## src/rtl/hs_fifo_pkg.sv

```systemverilog
// Shared types and helpers for the handshake FIFO: FSM state encodings and
// the pointer wrap rule used for arbitrary (non-power-of-two) depths.
package hs_fifo_pkg;

   typedef enum logic {
      T_IDLE,
      T_ACK
   } tx_state_t;

   typedef enum logic [1:0] {
      R_IDLE,
      R_OFFER,
      R_DROP
   } rx_state_t;

   // Advance a circular-buffer pointer; the last slot wraps to 0.
   function automatic int next_ptr(input int ptr, input int depth);
      return (ptr == depth - 1) ? 0 : ptr + 1;
   endfunction

endpackage

```

## src/rtl/hs_fifo_ram.sv

```systemverilog
// DEPTH x WIDTH storage: one synchronous write port, one asynchronous read port.
// Contents are intentionally not reset.
module hs_fifo_ram #(
   parameter int WIDTH     = 8,
   parameter int DEPTH     = 5,
   parameter int ADR_WIDTH = $clog2(DEPTH)
) (
   input  logic                 clk,
   input  logic                 we,
   input  logic [ADR_WIDTH-1:0] waddr,
   input  logic [WIDTH-1:0]     wdata,
   input  logic [ADR_WIDTH-1:0] raddr,
   output logic [WIDTH-1:0]     rdata
);

   logic [WIDTH-1:0] mem [DEPTH];

   always_ff @(posedge clk) begin
      if (we) mem[waddr] <= wdata;
   end

   assign rdata = mem[raddr];

endmodule

```

## src/rtl/hs_fifo_param.sv

```systemverilog
// Single-clock circular FIFO with four-phase handshakes on producer and consumer
// sides, synchronous flush, registered occupancy and almost-full/empty flags.
module hs_fifo_param
   import hs_fifo_pkg::*;
#(
   parameter  int WIDTH     = 8,
   parameter  int DEPTH     = 5,
   parameter  int AF_LEVEL  = DEPTH - 1,
   parameter  int AE_LEVEL  = 1,
   localparam int ADR_WIDTH = $clog2(DEPTH),
   localparam int CNT_WIDTH = $clog2(DEPTH + 1)
) (
   input  logic                 clk,
   input  logic                 rst_n,
   input  logic                 flush,
   input  logic                 tx_rdy,
   output logic                 tx_done,
   input  logic [WIDTH-1:0]     in_data,
   output logic                 rx_rdy,
   input  logic                 rx_done,
   output logic [WIDTH-1:0]     out_data,
   output logic                 empty,
   output logic                 full,
   output logic                 almost_empty,
   output logic                 almost_full,
   output logic [CNT_WIDTH-1:0] level
);

   tx_state_t            tx_state, tx_nxt;
   rx_state_t            rx_state, rx_nxt;
   logic [ADR_WIDTH-1:0] wr_ptr, rd_ptr;
   logic [CNT_WIDTH-1:0] level_nxt;
   logic [WIDTH-1:0]     rd_data;
   logic                 push, pop, offer;

   hs_fifo_ram #(
      .WIDTH    (WIDTH),
      .DEPTH    (DEPTH),
      .ADR_WIDTH(ADR_WIDTH)
   ) u_ram (
      .clk  (clk),
      .we   (push),
      .waddr(wr_ptr),
      .wdata(in_data),
      .raddr(rd_ptr),
      .rdata(rd_data)
   );

   // Producer side: full is the registered flag, so a pop on the same edge
   // does not free a slot for this push.
   always_comb begin
      tx_nxt = tx_state;
      push   = 1'b0;
      case (tx_state)
         T_IDLE: if (tx_rdy && !full && !flush) begin
            push   = 1'b1;
            tx_nxt = T_ACK;
         end
         T_ACK:   if (!tx_rdy) tx_nxt = T_IDLE;
         default: tx_nxt = T_IDLE;
      endcase
   end

   always_comb begin
      rx_nxt = rx_state;
      pop    = 1'b0;
      offer  = 1'b0;
      case (rx_state)
         R_IDLE: if (!empty && !flush) begin
            offer  = 1'b1;
            rx_nxt = R_OFFER;
         end
         R_OFFER: begin
            if (flush) begin
               rx_nxt = rx_done ? R_DROP : R_IDLE;
            end else if (rx_done) begin
               pop    = 1'b1;
               rx_nxt = R_DROP;
            end
         end
         R_DROP:  if (!rx_done && !flush) rx_nxt = R_IDLE;
         default: rx_nxt = R_IDLE;
      endcase
   end

   always_comb begin
      level_nxt = level;
      if (flush)             level_nxt = '0;
      else if (push && !pop) level_nxt = level + CNT_WIDTH'(1);
      else if (pop && !push) level_nxt = level - CNT_WIDTH'(1);
   end

   always_ff @(posedge clk or negedge rst_n) begin
      if (!rst_n) begin
         tx_state <= T_IDLE;
         tx_done  <= 1'b0;
      end else begin
         tx_state <= tx_nxt;
         tx_done  <= (tx_nxt == T_ACK);
      end
   end

   always_ff @(posedge clk or negedge rst_n) begin
      if (!rst_n) begin
         rx_state <= R_IDLE;
         rx_rdy   <= 1'b0;
         out_data <= '0;
      end else begin
         rx_state <= rx_nxt;
         rx_rdy   <= (rx_nxt == R_OFFER);
         if (offer) out_data <= rd_data;
      end
   end

   // Flags are derived from the next level so they stay aligned with it.
   always_ff @(posedge clk or negedge rst_n) begin
      if (!rst_n) begin
         wr_ptr       <= '0;
         rd_ptr       <= '0;
         level        <= '0;
         empty        <= 1'b1;
         full         <= 1'b0;
         almost_empty <= 1'b1;
         almost_full  <= (AF_LEVEL == 0);
      end else begin
         if (flush) begin
            wr_ptr <= '0;
            rd_ptr <= '0;
         end else begin
            if (push) wr_ptr <= ADR_WIDTH'(next_ptr(32'(wr_ptr), DEPTH));
            if (pop)  rd_ptr <= ADR_WIDTH'(next_ptr(32'(rd_ptr), DEPTH));
         end
         level        <= level_nxt;
         empty        <= (level_nxt == '0);
         full         <= (int'(level_nxt) == DEPTH);
         almost_empty <= (int'(level_nxt) <= AE_LEVEL);
         almost_full  <= (int'(level_nxt) >= AF_LEVEL);
      end
   end

endmodule

```

## config.mk

```make
export PLATFORM = sky130hd
export DESIGN_NAME = hs_fifo_param
export DESIGN_NICKNAME = d
export VERILOG_FILES = /design/src/rtl/hs_fifo_pkg.sv /design/src/rtl/hs_fifo_ram.sv /design/src/rtl/hs_fifo_param.sv
export SDC_FILE = /design/constraint.sdc
export NUM_CORES = 1
export LEC_CHECK = 0
export CAP_MARGIN = 40
export CORE_UTILIZATION = 45
export DETAILED_ROUTE_END_ITERATION = 6
export GPL_ROUTABILITY_DRIVEN = 0
export GPL_TIMING_DRIVEN = 0
export PLACE_DENSITY = 0.67
export SKIP_LAST_GASP = 1
export SLEW_MARGIN = 5
export SYNTH_ARGS = -nofsm -noshare
export SYNTH_HDL_FRONTEND = slang
export SYNTH_HIERARCHICAL = 1
export SYNTH_SLANG_ARGS = --single-unit
```

## constraint.sdc

```tcl
create_clock -name clk -period 2.2 [get_ports clk]
set_clock_uncertainty 0.1 [all_clocks]
set_input_delay 0.22 -clock clk [delete_from_list [all_inputs] [get_ports clk]]
set_output_delay 0.22 -clock clk [all_outputs]
set_load 0.02 [all_outputs]
```

Yosys cells after proc, flatten, opt, wreduce, memory -nomap -nowiden
Memories as Yosys holds them, arrays and structs flattened. A register that Yosys moved wholly into a read port is not among the register bits.
Cells that the tools add are included.

word-level totals
  register bits after elaboration = 17
  bits in writable memories = 40
  input port bits = 13
  output and inout bits = 17
  word-level logic and storage cells = 67
  memories = 1

cells by class
  add/subtract/negate cells = 4
  magnitude comparators = 2
  equality and inequality tests = 6
  multiplexer cells = 26
  bitwise operators = 1
  reductions and logical operators = 17

memories
  memory     words  bits a word  rd ports  clocked after memory_dff  wr ports  line               source
  u_ram.mem  5      8            1         1                         1         hs_fifo_ram.sv:16  logic [WIDTH-1:0] mem [DEPTH];

operators with widths
  operator             count
  $mux 3               9
  $mux 1               10
  $mux 2               5
  $add 3x1->3 const B  3
  $eq 3x3->1 const B   3
  $logic_not 1->1      7
  $logic_and 1x1->1    6
  $pmux 2 s3           1
  $eq 2x1->1 const B   2
  $reduce_bool 2->1    2
  $ge 3x3->1 const B   1
  $le 3x1->1 const B   1
  $logic_not 3->1      1
  $sub 3x1->3 const B  1
  $eq 2x2->1 const B   1
  $logic_not 2->1      1
  $pmux 1 s2           1
  $not 1->1            1

Depth between registers and ports, before layout
  word-level depth = 11
  gate-level depth with buffers = 6
  mapped depth without buffers = 6

By module
The synthesis kept the hierarchy.

modules (own cells, without submodules)
  module         instances  cells an instance  area an instance (µm²)  sequential area each (µm²)
  hs_fifo_ram    1          92                 1616.6                  1201.2
  hs_fifo_param  1          90                 1149.9                  603.1

Worst setup path before layout
Ideal clock, no wire load.

  kind = reg2reg
  start point = register full
  end point = memory u_ram.mem[0][0] (enable)
  setup time = 398 ps
  arrival time = 1987 ps
  required time = 1702 ps
  setup slack = -285 ps
  cell stages (with the launch flop) = 4
  path buffers = 1
  period minus slack after synthesis = 2485 ps
  cells stage by stage = dfrtp_1 -> nor4b_4 -> buf_6 -> nor4b_1

on the way
  word-level cells in the longest chain between the ends = 7

ends and longest elaborated chain
  item                             line                  source
  from (decl)                      hs_fifo_param.sv:23   output logic full,
  from (signal assigned)           hs_fifo_param.sv:135  full <= (int'(level_nxt) == DEPTH);
  $logic_not 1->1                  hs_fifo_param.sv:55   T_IDLE: if (tx_rdy && !full && !flush) begin
  $logic_and 1x1->1 (2 in series)  hs_fifo_param.sv:55
  $mux 1                           hs_fifo_param.sv:55
  $mux 1                           hs_fifo_param.sv:54   case (tx_state)
  via push                         hs_fifo_param.sv:34   logic push, pop, offer;
  $mux 1                           hs_fifo_ram.sv:19     if (we) mem[waddr] <= wdata;
  $mux 1 (implied by the code)     hs_fifo_ram.sv:19
  to (decl)                        hs_fifo_ram.sv:16

The timed path passes the listed nets, and every way through them passes these cells.

Worst setup path in the final report
  start point = input port flush
  end point = memory u_ram.mem[4][1] (enable)

on the way
  word-level cells in the longest chain between the ends = 6

ends and longest elaborated chain
  item                          line                 source
  from (decl)                   hs_fifo_param.sv:15  input logic flush,
  $logic_not 1->1               hs_fifo_param.sv:55
  $logic_and 1x1->1             hs_fifo_param.sv:55
  $mux 1                        hs_fifo_param.sv:55
  $mux 1                        hs_fifo_param.sv:54
  via push                      hs_fifo_param.sv:34
  $mux 1                        hs_fifo_ram.sv:19
  $mux 1 (implied by the code)  hs_fifo_ram.sv:19

The timed path passes the listed nets, and every way through them passes these cells.

==> metrics.yaml <==
place_area_um2: 3220
final_common_cell: "edfxtp_1"
yosysWarnings: 6
wl_um: 5060
worstPathCellList: "clkdlybuf4s50_1 > nor4b_4 > buf_6 > nand2_1 > nor3_4 > buf_2"
grtUsageMet3_pct: 4.09
yosys.area.top_type: "edfxtp_1"
die_x_um: 80.4
grt-ovfl-total: 0
crit_fanout: 14
synth_top_area_share_pct: 43.4
layout-drive-gt1-share_pct: 25.2
die-area_um2: 6460
drtAntennaViolNets: 0
placed_cells: 292
slew_violations: 0
reg2reg_depth: 5
seq_area_um2: 1800
synth-seq-cells: 64
vias: 1620
max_freq_mhz: 477
dp_hpwl_um: 3380
status: "finished, final reports clean"
diodes: 0
clock_sinks: 64
rrSetupSlack_ps: 100
synth.top_cells.by_area: "edfxtp_1, dfrtp_1, mux2_2, mux2i_1, ha_1"
r2r_start: "full"
grt_pass1_wl_um: 8220
fill_cells: 478
syn_avg_cell_area_um2: 15.2
hold_path.class: "input port to async pin"
core_area_um2: 5920
min_period_ps: 2100
pin_count: 30
cpMaxStageDelayCell: "clkdlybuf4s50_1"
fin_nets: 252
drt_iter0_markers: 67
utilization_pct: 59.1
crit_arrival_ps: 2040
hold_slack_ps: 81.5
power_density_nw_per_um2: 1010
cp-start-kind: "input port"
clock_latency_ps: 340
grt_pass1_vias: 1614
grt_max_degree: 18
grt_antenna_before_repair: 0
slew_headroom_pct: 57.1
drv_cap: 0
rsz0062_at_grt: "no"
cts_buffers: 9
final_cell_count_no_fill: 313
worstMarginPinSlew_ps: 641
p_total_mw: 3.55
cts_tree: "built"
timing.rr.end: "u_ram/mem[4][1]"
pre_cts_slack_ps: -588
rows: 28
use_met2_pct: 28.6
period_share_pct: 95.4
clockRootBuffer: "clkbuf_8"
cpPeakStageDelay_ps: 510
setup_viol: 0
end_kind: "flop"
worst_slack_ps: 102
drc: 0
avgRoutedWirePerCell_um: 16.2
crit_type: "input port to flop"
cts_hold_buffers: 0
multi_input_comb_area_um2: 887
netlist_instances: 182
area_growth_pct: 26.5
numPortBuffers: 29
peakVddDrop_uv: 512
hold_viol: 0
busiest_layer: "met2"
required_ps: 2140
synth.cell_area_um2: 2770
cts.path.max_buffers: 2
ys_types: 42
clkTransAtPathRegs_ps: 70
met1_usage_pct: 23.2
drt_first_pass_iters: 4
synth-seq-area-share_pct: 65.2
timing.setup.tns_ps: 0
viasPerCell: 5.18
synth_nets: 201
p_leak_nw: 1.30
initial_core_util_pct: 46.7
die_y_um: 80.4
layout_common_cells: "edfxtp_1, clkdlybuf4s50_1, dfrtp_1"
htree_levels: 3
grt_use_total_pct: 18.2
final_cell_area_um2: 3500
how the worst max path moves through the flow:
| stage | from | end | slack, ps | cells after the start |
|---|---|---|---|---|
| 6_report | flush | u_ram/mem[4][1] | 100 | 6 |
| 5_1_grt | full | u_ram/mem[4][4] | 6 | 5 |
| 4_1_cts | flush | u_ram/mem[2][2] | 8 | 5 |
| 3_5_place_dp | flush | u_ram/mem[1][3] | -590 | 5 |
| 3_3_place_gp | flush | u_ram/mem[4][5] | -800 | 5 |
| 2_1_floorplan | full | u_ram/mem[4][0] | 20 | 4 |
worst max-delay path: cells and delay by family:
family / cells / cell delay [ps]
buffers and inverters: 3 / 1000
AND/OR/NAND/NOR: 3 / 820
final cells by class:
cell class | count | area share [%]
buffer | 8 | 2.25
inverter | 14 | 1.50
tap | 75 | 2.68
clock buffer | 12 | 3.86
sequential | 64 | 51.5
timing repair buffer | 40 | 10.8
clock inverter | 4 | 2.04
multi-input combinational | 96 | 25.3
flip-flops by register name, summed over array words and instances, names as in the netlist:
register	flops
u_ram/mem	40
out_data	8
rd_ptr	3
wr_ptr	3
level	2
rx_state	2
almost_empty	1
almost_full	1
empty	1
full	1
rx_rdy	1
tx_state	1
per-layer routing:
metal / up-vias / part of all wire, %
li1: 788 / -
met1: 791 / 46
met2: 31 / 49
met3: 10 / 3.1
met4: 0 / 1.9
met5: - / 0
cell families (layout without fill, tap and decap cells):
group	count (synthesis)	after routing	synth area share, %
and+or+nand+nor	37	37	9.86
AOI/OAI and AO/OA	34	34	10.2
DFF	64	64	65.2
adders and majority gates	6	6	2.71
xor gates and xnor gates	1	1	0.317
buffers and inverters	22	78	4.75
muxes	18	18	6.92
report_power, final:
group	switching (mW)	internal, mW
Combinational	0.425	0.484
Clock	0.431	0.636
Sequential	0.128	1.45
cells in the mapped netlist:
library cell  number
a2111oi_0          2
a211oi_1           9
a211oi_2           1
a211oi_4           1
a21o_2             1
a21oi_1            3
a21oi_4            1
a221oi_1           7
a221oi_2           1
a22o_1             1
and2b_4            4
and3_2             1
and3b_1            1
and4b_1            1
buf_2              1
buf_4              2
buf_6              4
clkbuf_8           1
dfrtp_1           22
dfstp_2            2
edfxtp_1          40
ha_1               6
inv_1             14
mux2_2             9
mux2i_1            9
nand2_1            3
nand2b_1           1
nand3b_1           1
nor2_1             8
nor2b_1            5
nor3_1             3
nor3_4             1
nor3b_1            2
nor4_2             1
nor4b_1            1
nor4b_4            1
nor4bb_1           2
o21a_1             1
o21ai_0            5
o31ai_1            1
or3b_2             1
xnor2_1            1
what timing repair did:
item                                    CTS  global route
endpoints found under the hold margin     0             0
pin swaps                                 1             2
buffers inserted                          0             5
endpoints found under the setup margin   22            17
resized for setup                         4             1
(Power assumes the default switching activity.)
